[config.mk]
export PLATFORM = sky130hd
export DESIGN_NAME = ex_stage
export DESIGN_NICKNAME = d
export VERILOG_FILES = /design/src/rtl/ex_stage.sv
export SDC_FILE = /design/constraint.sdc
export NUM_CORES = 1
export LEC_CHECK = 0
export ABC_AREA = 1
export BUFFER_PORTS_ARGS = -buffer_cell sky130_fd_sc_hd__clkbuf_2
export CORE_ASPECT_RATIO = 1.5
export CORE_MARGIN = 5
export CORE_UTILIZATION = 52
export DETAILED_ROUTE_END_ITERATION = 12
export PLACE_DENSITY = 0.8
export SLEW_MARGIN = 10
export SYNTH_ARGS = -nofsm -noshare
export SYNTH_HDL_FRONTEND = slang
export SYNTH_SLANG_ARGS = --single-unit
[constraint.sdc]
create_clock -name clk -period 3.35 [get_ports clk]
set_clock_uncertainty 0.1 [all_clocks]
set_input_delay 0.5025 -clock clk [delete_from_list [all_inputs] [get_ports clk]]
set_output_delay 0.5025 -clock clk [all_outputs]
set_load 0.005 [all_outputs]
[src/rtl/ex_stage.sv]
// Execute stage: operand select, ALU, branch target and destination mux, registered into the EX/MEM bundle.
// Define EX_MULT_EN to build the iterative radix-16 multiplier (IDLE/MULT FSM and ex_busy).
module ex_stage #(
    parameter int DATA_W = 32
) (
    input  logic                  clk,
    input  logic                  reset,
    input  logic                  id_valid,
    input  logic [1:0]            id_wb,
    input  logic [2:0]            id_m,
    input  logic [DATA_W-1:0]     id_pc4,
    input  logic [DATA_W-1:0]     id_rs_data,
    input  logic [DATA_W-1:0]     id_rt_data,
    input  logic [DATA_W-1:0]     id_imm,
    input  logic [4:0]            id_rt,
    input  logic [4:0]            id_rd,
    input  logic [1:0]            id_alu_op,
    input  logic                  id_alu_src,
    input  logic                  id_reg_dst,
    input  logic                  flush,
    output logic [2*DATA_W+10:0]  ex_mem_bundle,
    output logic [DATA_W-1:0]     ex_mem_store_data,
    output logic                  ex_busy
);

    localparam logic [5:0] FN_ADD = 6'h20;
    localparam logic [5:0] FN_SUB = 6'h22;
    localparam logic [5:0] FN_AND = 6'h24;
    localparam logic [5:0] FN_OR  = 6'h25;
    localparam logic [5:0] FN_SLT = 6'h2A;

    function automatic logic [DATA_W-1:0] alu_calc(
        input logic [1:0]               op,
        input logic [5:0]               funct,
        input logic signed [DATA_W-1:0] a,
        input logic signed [DATA_W-1:0] b
    );
        logic [DATA_W-1:0] r;
        r = '0;
        case (op)
            2'b00, 2'b11: r = a + b;
            2'b01:        r = a - b;
            default: begin
                case (funct)
                    FN_ADD:  r = a + b;
                    FN_SUB:  r = a - b;
                    FN_AND:  r = a & b;
                    FN_OR:   r = a | b;
                    FN_SLT:  r = {{(DATA_W-1){1'b0}}, (a < b)};
                    default: r = '0;
                endcase
            end
        endcase
        return r;
    endfunction

    // ---- stage p0: combinational execute on the ID/EX inputs ----
    logic signed [DATA_W-1:0] opa_p0;
    logic signed [DATA_W-1:0] opb_p0;
    logic [DATA_W-1:0]        alu_p0;
    logic [DATA_W-1:0]        bt_p0;
    logic [4:0]               wr_p0;
    logic                     vld_p0;

    assign opa_p0 = id_rs_data;
    assign opb_p0 = id_alu_src ? id_imm : id_rt_data;
    assign alu_p0 = alu_calc(id_alu_op, id_imm[5:0], opa_p0, opb_p0);
    assign bt_p0  = id_pc4 + (id_imm << 2);
    assign wr_p0  = id_reg_dst ? id_rd : id_rt;
    assign vld_p0 = id_valid & ~flush;

`ifdef EX_MULT_EN
    localparam logic [5:0] FN_MUL = 6'h18;
    localparam logic [0:0] IDLE   = 1'b0;
    localparam logic [0:0] MULT   = 1'b1;

    // Shift-add product of a with one 4-bit digit of the multiplier.
    function automatic logic [DATA_W-1:0] radix16_pp(
        input logic [DATA_W-1:0] a,
        input logic [3:0]        nib
    );
        logic [DATA_W-1:0] s;
        s = '0;
        for (int i = 0; i < 4; i++) begin
            if (nib[i]) s = s + (a << i);
        end
        return s;
    endfunction

    logic [0:0]        state_p1;
    logic [2:0]        cnt_p1;
    logic [DATA_W-1:0] a_sh_p1;
    logic [DATA_W-1:0] b_sh_p1;
    logic [DATA_W-1:0] acc_p1;
    logic [1:0]        wb_p1;
    logic [2:0]        m_p1;
    logic [DATA_W-1:0] bt_p1;
    logic [4:0]        wr_p1;
    logic [DATA_W-1:0] st_p1;
    logic              is_mul_p0;
    logic              mul_start_p0;
    logic [DATA_W-1:0] prod_p1;

    assign is_mul_p0    = (id_alu_op == 2'b10) && (id_imm[5:0] == FN_MUL);
    assign mul_start_p0 = (state_p1 == IDLE) && vld_p0 && is_mul_p0;
    assign prod_p1      = acc_p1 + radix16_pp(a_sh_p1, b_sh_p1[3:0]);
    assign ex_busy      = (state_p1 == MULT) || (id_valid && is_mul_p0);

    // ---- stage p1: EX/MEM register and multiply sequencing ----
    always_ff @(posedge clk) begin
        if (reset) begin
            state_p1          <= IDLE;
            cnt_p1            <= 3'd0;
            ex_mem_bundle     <= '0;
            ex_mem_store_data <= '0;
        end else if (state_p1 == MULT) begin
            ex_mem_bundle     <= '0;
            ex_mem_store_data <= '0;
            cnt_p1            <= cnt_p1 + 3'd1;
            if (flush) begin
                state_p1 <= IDLE;
            end else if (cnt_p1 == 3'd7) begin
                state_p1          <= IDLE;
                ex_mem_bundle     <= {wb_p1, m_p1, bt_p1, prod_p1, (prod_p1 == '0), wr_p1};
                ex_mem_store_data <= st_p1;
            end
        end else if (mul_start_p0) begin
            state_p1          <= MULT;
            cnt_p1            <= 3'd0;
            ex_mem_bundle     <= '0;
            ex_mem_store_data <= '0;
        end else if (vld_p0) begin
            ex_mem_bundle     <= {id_wb, id_m, bt_p0, alu_p0, (alu_p0 == '0), wr_p0};
            ex_mem_store_data <= id_rt_data;
        end else begin
            ex_mem_bundle     <= '0;
            ex_mem_store_data <= '0;
        end
    end

    // Operands and bundle fields held for the duration of the multiply; the
    // multiplicand shifts up and the multiplier down one digit per cycle.
    always_ff @(posedge clk) begin
        if (mul_start_p0) begin
            a_sh_p1 <= opa_p0;
            b_sh_p1 <= opb_p0;
            acc_p1  <= '0;
            wb_p1   <= id_wb;
            m_p1    <= id_m;
            bt_p1   <= bt_p0;
            wr_p1   <= wr_p0;
            st_p1   <= id_rt_data;
        end else if (state_p1 == MULT) begin
            a_sh_p1 <= a_sh_p1 << 4;
            b_sh_p1 <= b_sh_p1 >> 4;
            acc_p1  <= prod_p1;
        end
    end
`else
    assign ex_busy = 1'b0;

    // ---- stage p1: EX/MEM register ----
    always_ff @(posedge clk) begin
        if (reset) begin
            ex_mem_bundle     <= '0;
            ex_mem_store_data <= '0;
        end else if (vld_p0) begin
            ex_mem_bundle     <= {id_wb, id_m, bt_p0, alu_p0, (alu_p0 == '0), wr_p0};
            ex_mem_store_data <= id_rt_data;
        end else begin
            ex_mem_bundle     <= '0;
            ex_mem_store_data <= '0;
        end
    end
`endif

endmodule

==> flow_summary.yaml, run 1 <==
setup_path:
  start_kind: "primary input"
  path_class: "in -> reg"
  path_max_fanout: 8
  crit_start: "id_alu_src"
  worstPathArrival_ns: 3.34
  end_kind: "flip-flop"
  crit_required_ns: 3.56
clock_network:
  clkTransAtPathRegs_ns: 0.08
  cts_root_buf: "clkbuf_16"
  cts_tree: "yes"
  clk_path_buf_depth: 2
  cts_buffers: 9
  cts_hold_buffers: 0
  htree_levels: 3
  clkSinkCount: 107
finish:
  nets: 2924
  area.growth.synth_to_final_pct: 35.02
  fin_util_pct: 70.54
  stdcell_count: 2950
  antenna_cells: 0
  drive_above_1_share_pct: 28.09
hold_path:
  hp-class: "in -> reg"
  holdCritStartpoint: "id_wb[0]"
sta:
  slew_headroom_pct: 33.85
  maxSlewViolCount: 0
  rsz0062_at_grt: "false"
  fin_crit_ns: 3.130
  finalSetupTns_ns: 0
  holdWs_ns: 0.2099
  finalSetupViolations: 0
  finalCritPeriodShare_pct: 93.44
  max_slew.worst_pin.slew_ns: 0.9923
  hold_viol_final: 0
  max_freq_ghz: 0.3195
synth:
  yosys-top-cells-count: "nand2_1 (580), inv_1 (365), nand3_1 (210)"
  syn_area_sq_um: 12310
  yosysWarnings: 0
  synth_top_area_share_pct: 17.68
  yosysUniqueCellTypes: 51
  synthArstFlopShare_pct: 0
  synthCells: 2112
  synth.largest_area_cell: "nand2_1"
  synth-edff-count: 0
  avgSynthCellArea_sq_um: 5.830
  synthesis.nets: 2410
  yosysMostFrequentCell: "nand2_1"
  ys_seq_area_share_pct: 17.40
  netlist_top_cells_area: "nand2_1 (18%), dfxtp_1 (17%), ha_1 (15%)"
  synth-seq-cells: 107
  ys.flop_type: "dfxtp_1"
global_routing:
  grt_overflow_total: 0
  grt_max_degree: 86
  grt_first_pass_wirelength_um: 76380
  antenna_found_initial: 2
  grt_pass1_vias: 15260
  gr-usage-all-layers_pct: 36.07
pwr:
  p_leak_uw: 0.009521
  power_uw: 5174
  power_density_nw_per_um2: 311.2
  vdd_drop_max_mv: 0.2700
drt:
  num_vias: 15590
  drt_iter0_drc: 1280
  first_pass_iters: 8
  drt-total-wl_um: 49590
  route.antenna.remaining_nets: 0
  drc: 0
  viasPerCell: 5.285
  detail_route.wl_per_cell_um: 16.81
floorplanning:
  dieArea_sq_um: 26920
  initial_core_util_pct: 52.24
  coreArea_sq_um: 23570
  dieHeight_um: 198.5
  top_level_ports: 259
  rows: 69
  die_width_um: 135.6
placement:
  port_buffers: 257
  placed_cells: 2926
  routabilityCongestion: 1.062
  dp_hpwl_um: 41630
flow_run:
  drv_cap: 0
outcome:
  outcome: "completed"
[cell usage in the layout (no fill, tap or decap), drive strengths merged, types with 2 or more instances in the layout]
cell	n
nand3	215
nor4	3
or2	3
a21o	5
o31ai	2
o21bai	11
a21boi	3
clkinv	5
fa	3
nor3	17
nor2	217
nor3b	3
buf	309
clkbuf	267
inv	393
a31oi	7
nand2	598
o22ai	18
xor2	4
o21a	7
a221oi	2
dfxtp	107
ha	144
o211ai	2
nand3b	23
nand4	29
o21ai	96
a21oi	131
[power breakdown]
part | switching (uW) | internal (uW) | leakage (uW) | total, uW
clock network | 594 | 533 | 0.000146 | 1130
registers | 11.8 | 1310 | 0.000870 | 1330
logic | 1590 | 1130 | 0.00851 | 2720
total | 2200 | 2980 | 0.00952 | 5170
[sequential cells by signal, summed over array words and instances, names as in the netlist]
name               flops
ex_mem_bundle         75
ex_mem_store_data     32
[metrics by stage]
stage	worst slack, ns	area, sq um
4_1_cts	0.01499	16280
2_1_floorplan	0.08634	12310
3_5_place_dp	-0.4439	15960
5_1_grt	0.01325	16620
3_3_place_gp	-0.4919	15960
6_report	0.2199	16620
[cell type report]
| cell class | instances | area, sq um |
|---|---|---|
| Clock buffer | 9 | 225.2 |
| Clock inverter | 7 | 80.08 |
| Fill cell | 2219 | 6944 |
| Inverter | 392 | 1474 |
| Multi-Input combinational cell | 1549 | 8596 |
| Sequential cell | 107 | 2142 |
| Tap cell | 319 | 399.1 |
| Timing Repair Buffer | 567 | 3709 |
[layer usage]
metal	part of all wire, %	wire length (um)	global-route usage [%]
met4	5.6	2797	19.31
met5	0.024	12	0
met3	7.4	3658	4.808
met1	38	18860	42.60
met2	49	24270	63.00
[repair_timing]
item,4_1_cts,5_1_grt
gates resized for setup,5,90
setup endpoints to repair,1,9
endpoints found under the hold margin,0,0
cloned,0,2
pin swaps,0,13
buffers inserted,0,6
[kinds of logic after synthesis]
logic type / synth area share (%)
simple gates: 39.21
buf+inv: 14.80
compound gates: 13.09
fa+ha+maj: 15.12
flops: 17.40
xor+xnor: 0.3556
other cells: 0.03046
[worst max-delay path, cell delays in order]
cell,delay [ns]
buf_6,0.13
buf_12,0.15
buf_4,0.16
o21ai_2,0.18
ha_1,0.28
buf_4,0.15
buf_4,0.15
nor2_1,0.17
nand3_2,0.17
nor4_1,0.28
nand2_1,0.13
nand2_1,0.08
nand2_1,0.07
nand3_1,0.08
nand2_1,0.06
a21oi_2,0.19
nand3_1,0.12
nor2_2,0.12
nand2_1,0.06
nor2_1,0.08
[worst paths after layout]
check / to / slack [ns] / depth (start not counted)
max: ex_mem_bundle[5] / 0.22 / 20
min: ex_mem_bundle[73] / 0.21 / 3
No activity file was read; power rests on OpenSTA's default activity.
==> inputs of run 2 (changes only) <==
==> config.mk (replaced) <==
export PLATFORM = sky130hd
export DESIGN_NAME = ex_stage
export DESIGN_NICKNAME = d
export VERILOG_FILES = /design/src/rtl/ex_stage.sv
export SDC_FILE = /design/constraint.sdc
export NUM_CORES = 1
export LEC_CHECK = 0
export ABC_AREA = 0
export CORE_ASPECT_RATIO = 1.5
export CORE_MARGIN = 5
export CORE_UTILIZATION = 60
export DETAILED_ROUTE_END_ITERATION = 12
export DONT_BUFFER_PORTS = 1
export PLACE_DENSITY = 0.79
export SLEW_MARGIN = 10
export SYNTH_ARGS = -nofsm -noshare
export SYNTH_HDL_FRONTEND = slang
export SYNTH_SLANG_ARGS = --single-unit
==> run 2 against run 1 <==
Effect of this change:
- largest power group unchanged
- combinational power is 5% lower
- first-iteration DRC count is 24% lower
- count of clock-buffer cells in the layout stayed put
- the flow now finishes with violations (negative setup slack)
- sequential share of layout area rose by 2.4 points
- largest cell class unchanged
- total power decreased by 2.9%
==> flow_summary.yaml, run 2 <==
outcome:
  outcome: "finished, violations left"
  violations: "negative setup slack"
pwr:
  power_uw: 5025
  p_leak_uw: 0.006594
  vdd_drop_max_mv: 0.2854
  power_density_nw_per_um2: 358.7
drt:
  drt-total-wl_um: 41960
  drt_iter0_drc: 977
  first_pass_iters: 8
  num_vias: 11830
  viasPerCell: 6.428
  drc: 0
  detail_route.wl_per_cell_um: 22.80
  route.antenna.remaining_nets: 0
sta:
  hold_viol_final: 0
  finalSetupViolations: 8
  slew_headroom_pct: 50.87
  finalSetupTns_ns: -1.396
  finalCritPeriodShare_pct: 113.1
  fin_crit_ns: 3.790
  max_freq_ghz: 0.2638
  rsz0062_at_grt: "true"
  max_slew.worst_pin.slew_ns: 0.7330
  maxSlewViolCount: 0
  worst_slack_ns: -0.4404
clock_network:
  clk_path_buf_depth: 2
  clkSinkCount: 107
  clkTransAtPathRegs_ns: 0.09
  cts_root_buf: "clkbuf_16"
  cts_buffers: 9
  htree_levels: 3
  cts_tree: "yes"
synth:
  synthArstFlopShare_pct: 0
  synth-edff-count: 0
  synth.largest_area_cell: "dfxtp_1"
  ys.flop_type: "dfxtp_1"
  yosysUniqueCellTypes: 95
  avgSynthCellArea_sq_um: 7.856
  syn_area_sq_um: 10330
  synth_top_area_share_pct: 20.73
  ys_seq_area_share_pct: 20.73
  yosysWarnings: 0
  netlist_top_cells_area: "dfxtp_1 (21%), ha_1 (17%), nor2_1 (5.1%)"
  yosys-top-cells-count: "ha_1 (144), nor2_1 (140), dfxtp_1 (107)"
  synth-seq-cells: 107
  yosysMostFrequentCell: "ha_1"
  synthesis.nets: 1613
  synthCells: 1315
setup_path:
  path_class: "in -> reg"
  crit_chain: "mux2i_4, inv_2, ha_4, fa_2, a211oi_4, buf_6, o21ai_4, a31o_4, a2111o_1, nand2_1, o221a_2, o22ai_2, a21oi_2, nand3_1, nor4_2, nand4_1, nor4b_2"
  worstPathArrival_ns: 3.98
  end_kind: "flip-flop"
  crit_required_ns: 3.54
  path_delay_family: "compound AO/OA/AOI/OAI gates"
  worst_path_max_delay_cell: "a2111o_1"
  critPathMaxStageDelay_ns: 0.45
  path_max_fanout: 32
  start_kind: "primary input"
  path_buf_inv: 2
floorplanning:
  top_level_ports: 259
  dieArea_sq_um: 20000
  die_width_um: 117.1
  initial_core_util_pct: 61.36
  coreArea_sq_um: 16840
  rows: 58
  dieHeight_um: 170.7
finish:
  reg_top3: "ex_mem_bundle: 75 flops, ex_mem_store_data: 32 flops"
  layout_commonest_cell: "buf_4"
  n_fill_cell: 1090
  area.growth.synth_to_final_pct: 35.59
  largest_register_ff_count: 75
  regMostFlops: "ex_mem_bundle"
  layout_common_cells: "buf_4 (347), ha_1 (138), nor2_1 (137), dfxtp_1 (107), inv_1 (95)"
  nets: 1921
  drive_above_1_share_pct: 30.34
global_routing:
  grt_overflow_total: 0
  antenna_found_initial: 2
  grt_pass1_vias: 12250
  busiest_layer: "met2"
  gr-usage-all-layers_pct: 40.71
  use_met2_pct: 71.13
  grt_max_degree: 58
  met3_usage_pct: 7.785
  grt_first_pass_wirelength_um: 63250
  gr-usage-met1_pct: 40.94
placement:
  port_buffers: 0
  dp_hpwl_um: 32320
  routabilityCongestion: 1.004
flow_run:
  drv_cap: 0
hold_path:
  hp-class: "in -> reg"
## run 2: cell types whose count changed after synthesis, moves of 26 or more
| cell | previous run | this run |
|---|---|---|
| xnor2_1 | 1 | 36 |
| nand3_1 | 210 | 19 |
| a21o_1 | 5 | 31 |
| mux2i_1 | 0 | 44 |
| inv_1 | 365 | 98 |
| nand2_1 | 580 | 67 |
| nor2_1 | 192 | 140 |
| and2_1 | 1 | 57 |
## run 2: logic make-up after synthesis
kind of cell | Yosys count | share of synthesized area, %
XOR/XNOR | 51 | 4.324
other | 1 | 0.03630
adder cells (fa/ha/maj) | 147 | 18.02
multiplexers | 46 | 4.481
AO/OA/AOI/OAI | 401 | 26.85
buffers and inverters | 160 | 6.092
AND/OR/NAND/NOR | 402 | 19.46
flip-flops | 107 | 20.73
## run 2: per-stage QoR
step / std cells / area (sq um) / hold WS, ns / setup slack [ns] / utilization [%]
floorplan: 1315 / 10550 / 0.5242 / -0.6048 / -
global placement: 1804 / 13110 / 0.5244 / -0.8455 / 77.87
detailed placement: 1804 / 13110 / 0.5272 / -1.069 / 77.87
CTS: 1838 / 13790 / 0.1392 / -0.3334 / 81.92
global route: 1840 / 14010 / 0.1402 / -0.6524 / 83.20
finish: 1840 / 14010 / 0.1385 / -0.4404 / 83.20
## run 2: metal layers
| metal | wire (um) | part of all wire [%] | vias up |
|---|---|---|---|
| met3 | 3262 | 7.8 | 280 |
| met1 | 14000 | 33 | 5482 |
| met5 | 0 | 0 | - |
| met2 | 20610 | 49 | 744 |
| met4 | 4091 | 9.8 | 0 |
| li1 | - | - | 5321 |
## run 2: report_power, final
group	internal, uW	leakage, uW	switching [uW]
Clock	525	0.000143	570
Sequential	1320	0.000870	26.6
Combinational	1250	0.00558	1330
## run 2: repair_timing
item                       4_1_cts  5_1_grt
pin swaps                       38       29
setup endpoints to repair       12       19
resized for setup               53       48
hold buffers                     0        0
setup buffers                   19        5
## run 2: worst paths after layout
| kind | from | endpoint | slack, ns | depth (start not counted) |
|---|---|---|---|---|
| worst max-delay path | id_alu_src | ex_mem_bundle[5] | -0.44 | 17 |
| worst min-delay path | id_rt_data[5] | ex_mem_store_data[5] | 0.14 | 1 |
## run 2: final cells by class
type	count	area, sq um	area share [%]
multi-input cells	1048	8193	58.49
clock inverters	7	68.82	0.4912
flip-flops and latches	107	2142	15.29
well taps	210	262.8	1.876
clock buffers	9	225.2	1.608
repair buffers	356	2733	19.51
diodes	2	5.005	0.03573
inverters	101	379.1	2.706
